[src/rtl/link_seq_147_pkg.sv]
// rtl/link_seq_147_pkg.sv - shared encodings for the link monitor sequencer
package link_seq_147_pkg;

    // Receive status seen by the link monitor
    localparam logic RCV_OK     = 1'b1;
    localparam logic RCV_NOT_OK = 1'b0;

    // link_status reported by the link monitor
    localparam logic LS_OK   = 1'b0;
    localparam logic LS_FAIL = 1'b1;

    // link_control driven into the link monitor
    localparam logic LC_ENABLE  = 1'b0;
    localparam logic LC_DISABLE = 1'b1;

    // Sequencer state encodings, also exported on seq_state
    localparam logic [2:0] ST_RESET_HOLD = 3'd0;
    localparam logic [2:0] ST_DISABLED   = 3'd1;
    localparam logic [2:0] ST_QUALIFY    = 3'd2;
    localparam logic [2:0] ST_LINK_UP    = 3'd3;
    localparam logic [2:0] ST_FAULT      = 3'd4;

endpackage

[src/rtl/link_seq_147_rcv_qual.sv]
// rtl/link_seq_147_rcv_qual.sv - consecutive-ones debouncer for the raw PMA lock
module rcv_qual_147 #(
    parameter int QUAL_CYCLES = 64
) (
    input  logic clk,
    input  logic reset,
    input  logic clr,
    input  logic din,
    output logic qualified
);

    localparam int CW = $clog2(QUAL_CYCLES + 1);

    logic [CW-1:0] cnt;

    // Count consecutive ones, restart on any zero or clear, saturate at QUAL_CYCLES
    always_ff @(posedge clk or posedge reset) begin
        if (reset) begin
            cnt <= '0;
        end else if (clr || !din) begin
            cnt <= '0;
        end else if (cnt != CW'(QUAL_CYCLES)) begin
            cnt <= cnt + CW'(1);
        end
    end

    // Fires on the cycle that completes the QUAL_CYCLES-th consecutive one
    assign qualified = !clr && din && (cnt >= CW'(QUAL_CYCLES - 1));

endmodule

[src/rtl/link_seq_147.sv]
// rtl/link_seq_147.sv - bring-up sequencer between management and the link monitor
module link_seq_147
    import link_seq_147_pkg::*;
#(
    parameter int RESET_CYCLES = 16,
    parameter int QUAL_CYCLES  = 64,
    parameter int LINK_TIMEOUT = 4096,
    parameter int MAX_RETRIES  = 3,
    parameter int TIMER_W      = 13
) (
    input  logic       clk,
    input  logic       reset,
    input  logic       mgmt_enable,
    input  logic       mgmt_restart,
    input  logic       rcv_raw,
    input  logic       link_status,
    output logic       pma_reset,
    output logic       link_control,
    output logic       loc_rcv_status,
    output logic [1:0] retry_cnt,
    output logic       fault,
    output logic [2:0] seq_state
);

    logic [2:0]         state_q, state_d;
    logic [TIMER_W-1:0] timer_q, timer_d;
    logic [1:0]         retry_q, retry_d, retry_inc;
    logic               fault_q, fault_d;
    logic               qual_clr, qualified;

    // The debouncer only runs while qualifying; any other state holds it cleared
    assign qual_clr = (state_q != ST_QUALIFY);

    rcv_qual_147 #(
        .QUAL_CYCLES(QUAL_CYCLES)
    ) u_rcv_qual (
        .clk      (clk),
        .reset    (reset),
        .clr      (qual_clr),
        .din      (rcv_raw),
        .qualified(qualified)
    );

    // Saturating retry increment used on a qualify timeout
    always_comb begin
        retry_inc = (retry_q == 2'(MAX_RETRIES)) ? retry_q : retry_q + 2'd1;
    end

    // Next-state logic: restart beats disable beats the per-state rules
    always_comb begin
        state_d = state_q;
        retry_d = retry_q;
        fault_d = fault_q;
        if (mgmt_restart) begin
            state_d = ST_RESET_HOLD;
        end else if (!mgmt_enable && state_q != ST_RESET_HOLD) begin
            state_d = ST_DISABLED;
            retry_d = 2'd0;
            fault_d = 1'b0;
        end else begin
            case (state_q)
                ST_RESET_HOLD: begin
                    if (timer_q == TIMER_W'(RESET_CYCLES - 1)) begin
                        state_d = mgmt_enable ? ST_QUALIFY : ST_DISABLED;
                    end
                end
                ST_DISABLED: begin
                    if (mgmt_enable) begin
                        state_d = ST_QUALIFY;
                    end
                end
                ST_QUALIFY: begin
                    if (qualified) begin
                        state_d = ST_LINK_UP;
                    end else if (timer_q == TIMER_W'(LINK_TIMEOUT - 1)) begin
                        retry_d = retry_inc;
                        if (retry_inc == 2'(MAX_RETRIES)) begin
                            state_d = ST_FAULT;
                            fault_d = 1'b1;
                        end else begin
                            state_d = ST_RESET_HOLD;
                        end
                    end
                end
                ST_LINK_UP: begin
                    if (link_status == LS_OK) begin
                        retry_d = 2'd0;
                    end
                    if (!rcv_raw) begin
                        state_d = ST_QUALIFY;
                    end
                end
                ST_FAULT: begin
                    state_d = ST_FAULT;
                end
                default: begin
                    state_d = ST_RESET_HOLD;
                end
            endcase
        end
    end

    // Shared timer restarts on every state change or restart request, saturates otherwise
    always_comb begin
        if (mgmt_restart || state_d != state_q) begin
            timer_d = '0;
        end else if (timer_q == {TIMER_W{1'b1}}) begin
            timer_d = timer_q;
        end else begin
            timer_d = timer_q + TIMER_W'(1);
        end
    end

    // State, counters and outputs; outputs are registered from the next state
    always_ff @(posedge clk or posedge reset) begin
        if (reset) begin
            state_q        <= ST_RESET_HOLD;
            timer_q        <= '0;
            retry_q        <= 2'd0;
            fault_q        <= 1'b0;
            pma_reset      <= 1'b1;
            link_control   <= LC_DISABLE;
            loc_rcv_status <= RCV_NOT_OK;
        end else begin
            state_q        <= state_d;
            timer_q        <= timer_d;
            retry_q        <= retry_d;
            fault_q        <= fault_d;
            pma_reset      <= (state_d == ST_RESET_HOLD);
            link_control   <= (state_d == ST_QUALIFY || state_d == ST_LINK_UP) ? LC_ENABLE : LC_DISABLE;
            loc_rcv_status <= (state_d == ST_LINK_UP) ? RCV_OK : RCV_NOT_OK;
        end
    end

    assign retry_cnt = retry_q;
    assign fault     = fault_q;
    assign seq_state = state_q;

endmodule

[config.mk]
export PLATFORM = sky130hd
export DESIGN_NAME = link_seq_147
export DESIGN_NICKNAME = d
export VERILOG_FILES = /design/src/rtl/link_seq_147_pkg.sv /design/src/rtl/link_seq_147_rcv_qual.sv /design/src/rtl/link_seq_147.sv
export SDC_FILE = /design/constraint.sdc
export NUM_CORES = 1
export LEC_CHECK = 0
export ABC_AREA = 1
export BUFFER_PORTS_ARGS = -buffer_cell sky130_fd_sc_hd__buf_2
export CORE_ASPECT_RATIO = 2
export CORE_MARGIN = 2
export CORE_UTILIZATION = 55
export CTS_CLUSTER_DIAMETER = 30
export CTS_CLUSTER_SIZE = 8
export DETAILED_ROUTE_END_ITERATION = 7
export HOLD_SLACK_MARGIN = 0.15
export PLACE_DENSITY = 0.7
export SLEW_MARGIN = 10
export SYNTH_ARGS = -nofsm -noshare
export SYNTH_HDL_FRONTEND = slang
export SYNTH_SLANG_ARGS = --single-unit
export TNS_END_PERCENT = 1
[constraint.sdc]
create_clock -name clk -period 3.26 [get_ports clk]
set_input_delay 0.163 -clock clk [delete_from_list [all_inputs] [get_ports clk]]
set_output_delay 0.163 -clock clk [all_outputs]
set_load 0.02 [all_outputs]
## Word-level counts from Yosys, hierarchy flattened

Cells that the tools add are included.

| word-level totals | value |
|---|---|
| output and inout port bits | 9 |
| bits of input ports | 6 |
| latch bits | 0 |
| bits in writable memories | 0 |
| register bits | 29 |
| memory bits (read-only) | 0 |
| memories kept | 0 |

| operators by class | value |
|---|---|
| order comparisons | 1 |
| div/mod/pow operators | 0 |
| add/sub/neg operators | 3 |
| muxes and demuxes | 27 |
| shifts and indexed selects | 0 |
| bitwise logic cells | 1 |
| reductions and logical operators | 19 |
| equality and inequality tests | 19 |
| $mul | 0 |

Operators by type and width:

| operator | number |
|---|---|
| two-way mux 13 bit | 2 |
| two-way mux 3 bit | 8 |
| one-hot mux 3 bit (5 select lines) | 1 |
| two-way mux 7 bit | 2 |
| adder 13 x 1 -> 13 bit (second input constant) | 1 |
| equality test 13 x 12 -> 1 bit (second input constant) | 1 |
| equality test 13 bit (second input constant) | 1 |
| equality test 13 x 4 -> 1 bit (second input constant) | 1 |
| equality test 3 x 2 -> 1 bit (second input constant) | 4 |
| two-way mux 2 bit | 6 |
| AND reduction 5 bit | 2 |
| inequality test 3 bit (second input constant) | 3 |
| nonzero test 2 bit | 4 |
| adder 7 x 1 -> 7 bit (second input constant) | 1 |
| greater-or-equal comparator 7 x 6 -> 1 bit (second input constant) | 1 |
| two-way mux 1 bit | 7 |
| inequality test 7 bit (second input constant) | 1 |
| logical NOT 3 bit | 2 |
| nonzero test 3 bit | 2 |
| equality test 2 bit (second input constant) | 2 |
| one-hot mux 2 bit (2 select lines) | 1 |
| equality test 3 x 1 -> 1 bit (second input constant) | 1 |
| equality test 3 bit (second input constant) | 1 |
| logical AND 1 bit | 3 |
| 8 further kinds | 12 |

## Logic depth before layout (Yosys ltp)

| logic depth | value |
|---|---|
| depth after elaboration | 12 |
| mapped depth | 14 |
| mapped depth without buffers | 13 |

## Hierarchy

A second synthesis with hierarchy kept.

| second synthesis, totals | value |
|---|---|
| cells, all modules | 224 |
| area, all modules | 1,725.4 µm² |

Modules (own cells, without submodules):

| module | times used | area each (µm²) | sequential area each (µm²) | cells an instance |
|---|---|---|---|---|
| link_seq_147 | 1 | 1,308.8 | 553.0 | 170 |
| rcv_qual_147 | 1 | 416.6 | 175.2 | 54 |

## Worst setup path before layout

OpenSTA, ideal clock, no wires.

| path | value |
|---|---|
| path kind | flip-flop to flip-flop |
| from | register u_rcv_qual.cnt[0] |
| to | register timer_q[7] |
| cell stages (with the launch flop) | 15 |
| path slack | 1.517 ns |
| clock period less this slack | 1.743 ns |
| data required time | 3.137 ns |
| data arrival time | 1.620 ns |
| cells stage by stage | dfrtp_1 ha_1 nand2_1 nor2_2 a21oi_1 nand2_2 nand2_4 nand3_2 nand2_2 nand2_1 nand2_1 inv_1 nand3_2 buf_6 nor2_2 |

| between the ends | value |
|---|---|
| word-level cells in the longest chain between the ends | 9 |
| elaborated cells on any way between the ends | 10 |
| classes of those cells | 1 x order compare; 2 x eq/ne; 5 x mux; 2 x reduce/logical |

Ends and longest elaborated chain:

| item | line | RTL |
|---|---|---|
| start, declared | link_seq_147_rcv_qual.sv:14 | `logic [CW-1:0] cnt;` |
| start signal, assigned | link_seq_147_rcv_qual.sv:23 | `cnt <= cnt + CW'(1);` |
| greater-or-equal comparator 7 x 6 -> 1 bit (*) | link_seq_147_rcv_qual.sv:28 | `assign qualified = !clr && din && (cnt >= CW'(QUAL_CYCLES - 1));` |
| logical AND 1 bit (*) | link_seq_147_rcv_qual.sv:28 |  |
| two-way mux 3 bit (*) | link_seq_147.sv:73 | `if (qualified) begin` |
| one-hot mux 3 bit (5 select lines) (*) | link_seq_147.sv:61 | `case (state_q)` |
| two-way mux 3 bit (*) | link_seq_147.sv:56 | `end else if (!mgmt_enable && state_q != ST_RESET_HOLD) begin` |
| two-way mux 3 bit (*) | link_seq_147.sv:54 | `if (mgmt_restart) begin` |
| inequality test 3 bit (*) | link_seq_147.sv:105 | `if (mgmt_restart \|\| state_d != state_q) begin` |
| logical OR 1 bit (*) | link_seq_147.sv:105 |  |
| inequality test 2 bit (no source line) / two-way mux 13 bit (equally long branches) | - |  |
| end signal, assigned | link_seq_147.sv:126 | `timer_q <= timer_d;` |
| end, declared | link_seq_147.sv:26 | `logic [TIMER_W-1:0] timer_q, timer_d;` |

Mark *: on every way between the ends. The rest lies on a longest branch, timed or not.
A chain may end at the register's enable or synchronous reset.

## Final worst setup path

| path | value |
|---|---|
| from | register u_rcv_qual.cnt[1] |
| to | register timer_q[9] |

The elaborated chain is that of the path after synthesis.

==> results.md <==
* Worst r2r path cells at 12
* Total congestion overflow after global routing at 0
* Clock Sinks at 29
* First DRT Iteration DRCs at 53
* Crit path kind: flip-flop to flip-flop
* Mapped Cells at 213
* Max Cap Viol at 0
* Initial antenna violation count at 0
* Starting Density at 0.576
* CTS clk-pin slew, worst paths at 0.06 ns
* Skew-Pair Late Insertion Delay at 0.28 ns
* Min-Delay Path Class: input port to async pin
* Critical Path Stages at 12
* Core ar. at 0.00298 mm2
* Number of global-route vias before repair at ~1400
* GR Util met2 at 0.388
* Flop pwr share at 0.498
* Placer congestion estimate at ~0.85
* Final Core Density at 0.642
* Fin worst setup slack at 1.20 ns
* Num CTS Buffers at 5
* Area after DPL at 0.00181 mm2
* CTS tree: done
* Design area at around 0.0019 mm2
* ANT cells at 0
* Post-synthesis cell type count at 31
* 1st-pass router iterations at 4
* Setup bufs post-CTS at 0
* Layout cell share with drive strength beyond 1 at 0.269
* Crit start category: flip-flop
* Drt drc at 0
* WL/cell at 12.6 um
* Slew HR at 0.286
* CTS Hold Bufs at 0
* # nets final at 242
* Crit path max-delay family: simple AND/OR/NAND/NOR gates
* Filler cells at 271
* Clock power share at 0.429
* Met1 Use GR at 0.213
* Post-cts resize count at 0
* Mapped Nets at 222
* # rows at 28
* CP Launch Point: u_rcv_qual.cnt[1]
* Final Skew at around 0.0046 ns
* Hpwl dp at 2640 um
* Most common cell after layout, fill and taps aside: nand2_1
* Syn_area_per_cell at 8.05 um2
* Pwr/cell area at 392 mW/mm2
* CTS max path bufs at 2
* Total GRT Usage at 0.209
* Clock root buffer master: clkbuf_8
* Setup Viol. Count Final at 0
* Crit-path cells: ha_1 > nand2_1 > nor2_2 > a21oi_1 > nand2_2 > nand2_4 > nand3_2 > nand2_2 > nand2_1 > nand2_1 > nand3_2 > nor2_1
* CTS H-tree lvls at 2
* Die Y at 83.0 um
* Crit path time final at 2.06 ns
* Pin count of the biggest net entering global routing at 30
* Die area at 0.00361 mm2
* Pleak at 0.943 nW
* Detail Route Antenna Nets at 0
* Switching pwr at 0.174 mW
* RR Endpoint: timer_q[9]
* CP Capture Type: flip-flop
* Cell repeated most along the worst path: nand2_1
* Pins over their slew limit at 0
* Most frequent cells in the layout: nand2_1, inv_1, dfrtp_1
* Crit share post-route at 0.632
* Buf/Inv on CP at 0
* RSZ-0062 raised after global routing: no
* Final WL at 3330 um
* FF/Latch Area at 728 um2
* P_int at 0.576 mW
* Synth warnings at 0
* Status: completed
* Die extent in x at 43.5 um
* Global routing's busiest layer: met2
* Setup crit end: timer_q[9]
* Register area share after synthesis at 0.425
* Final setup TNS at 0 ns
* Sw frac at 0.232
* Vias post-DR at roughly 1400
* Mapped cell area at 0.00172 mm2
* Met3 Use GR at 0.0478
* First-pass GRT wire length at 5870 um
* Dpl ws at 1.18 ns
* Area Overhead vs Synth at 11.5%
* FF+latch count, synth at 29
* Gate power share at 0.072
* Reg2reg start: u_rcv_qual.cnt[1]
* Via-to-Cell Ratio at between 5 and 6
* Flop-to-flop setup slack at around 1.2 ns
* Final Hold Viols at 0
* Highest clock rate at 0.485 GHz
* Largest stage delay, worst path at ~0.4 ns
* Slowest CP cell: dfrtp_1
* Crit path required time at approximately 3.5 ns
* IO Port Bufs at 14
* Crit path max fanout at 13
* Least-Margin Pin Slew at 1.07 ns
* CP arrival at around 2.3 ns
* Boundary Pins at 15
* Multi-input logic area at around 840 um2
* Peak supply drop at 322 uV
==> flip-flops by register name (all words and copies together), names as in the netlist <==
register	count
pma_reset	1
fault	1
u_rcv_qual.cnt	7
retry_cnt	2
seq_state	3
loc_rcv_status	1
link_control	1
timer_q	13
==> how the worst min path moves through the flow <==
stage	endpoint	slack (ns)	cells past startpoint
detailed placement	retry_cnt[0]	0.49	2
global route	u_rcv_qual.cnt[0]	0.24	2
finish	u_rcv_qual.cnt[0]	0.14	2
global placement	u_rcv_qual.cnt[2]	0.47	2
floorplan	fault	0.24	1
CTS	retry_cnt[0]	0.20	2
==> per-stage QoR <==
stage	instances	hold slack [ns]	total power, mW
after floorplan	213	0.240	0.420
after global placement	256	0.472	0.433
after detailed placement	256	0.487	0.436
after CTS	264	0.196	0.756
after global routing	264	0.242	0.776
final	264	0.139	0.750
==> cells in the mapped netlist <==
cell       instances  area (um2)
o21ai_0            8        40.0
nand2_2            7        43.8
inv_1             30         113
nor2_4             6        67.6
nor4_1             1        6.26
o221ai_1           1        8.76
o21ai_1            2        10.0
nand3_1            8        40.0
nor3_1             7        35.0
a21oi_1            7        35.0
a31oi_1            1        6.26
dfstp_2            2        52.6
nor2_2            14        87.6
or2_1              2        12.5
nand2_4            1        11.3
a2bb2oi_1          1        8.76
nand4_1            3        18.8
nand3_4            1        17.5
o21a_1             1        7.51
xnor2_1            1        8.76
and3_1             1        6.26
xor2_1             5        43.8
inv_2              5        18.8
nand3_2            5        50.1
buf_6              1        11.3
nand3b_1           1        7.51
nor4b_1            1        8.76
nor2_1            23        86.3
nand2_1           37         139
ha_1               3        37.5
dfrtp_1           27         676
==> worst register-to-register path, cell delays in order, from the launching register on <==
cell and delay, ns:
dfrtp_1 0.40, ha_1 0.20, nand2_1 0.10, nor2_2 0.06, a21oi_1 0.19, nand2_2 0.09
nand2_4 0.10, nand3_2 0.09, nand2_2 0.10, nand2_1 0.05, nand2_1 0.07, nand3_2 0.33
nor2_1 0.20
==> cell families after synthesis <==
| family | after synthesis | share of synthesized area |
|---|---|---|
| DFF | 29 | 0.425 |
| AOI/OAI and AO/OA | 21 | 0.0678 |
| and+or+nand+nor | 118 | 0.372 |
| adders and majority gates | 3 | 0.0219 |
| xor gates and xnor gates | 6 | 0.0306 |
| buffers and inverters | 36 | 0.0832 |
==> cell type report <==
type | instances | share of cell area
tap | 30 | 0.0196
timing repair buffer | 14 | 0.0366
clock buffer | 7 | 0.0504
multi-input combinational | 148 | 0.441
clock inverter | 1 | 0.00262
sequential | 29 | 0.381
inverter | 35 | 0.0687
==> per-layer routing <==
layer / part of all wire / routed length (um) / vias to the layer above
met5: 0 / 0 / -
li1: - / - / 706
met4: 0.021 / 69 / 0
met1: 0.39 / 1300 / 680
met3: 0.023 / 78 / 7
met2: 0.56 / 1880 / 21
==> power groups by stage <==
stage          clock (mW)  combinational (mW)  sequential, mW
3_5_place_dp            0              0.0556           0.380
6_report            0.322              0.0543           0.374
5_1_grt             0.339              0.0626           0.375
3_3_place_gp            0              0.0530           0.380
2_1_floorplan           0              0.0348           0.385
4_1_cts             0.326              0.0560           0.374
Power figures use the tool's default switching activity.
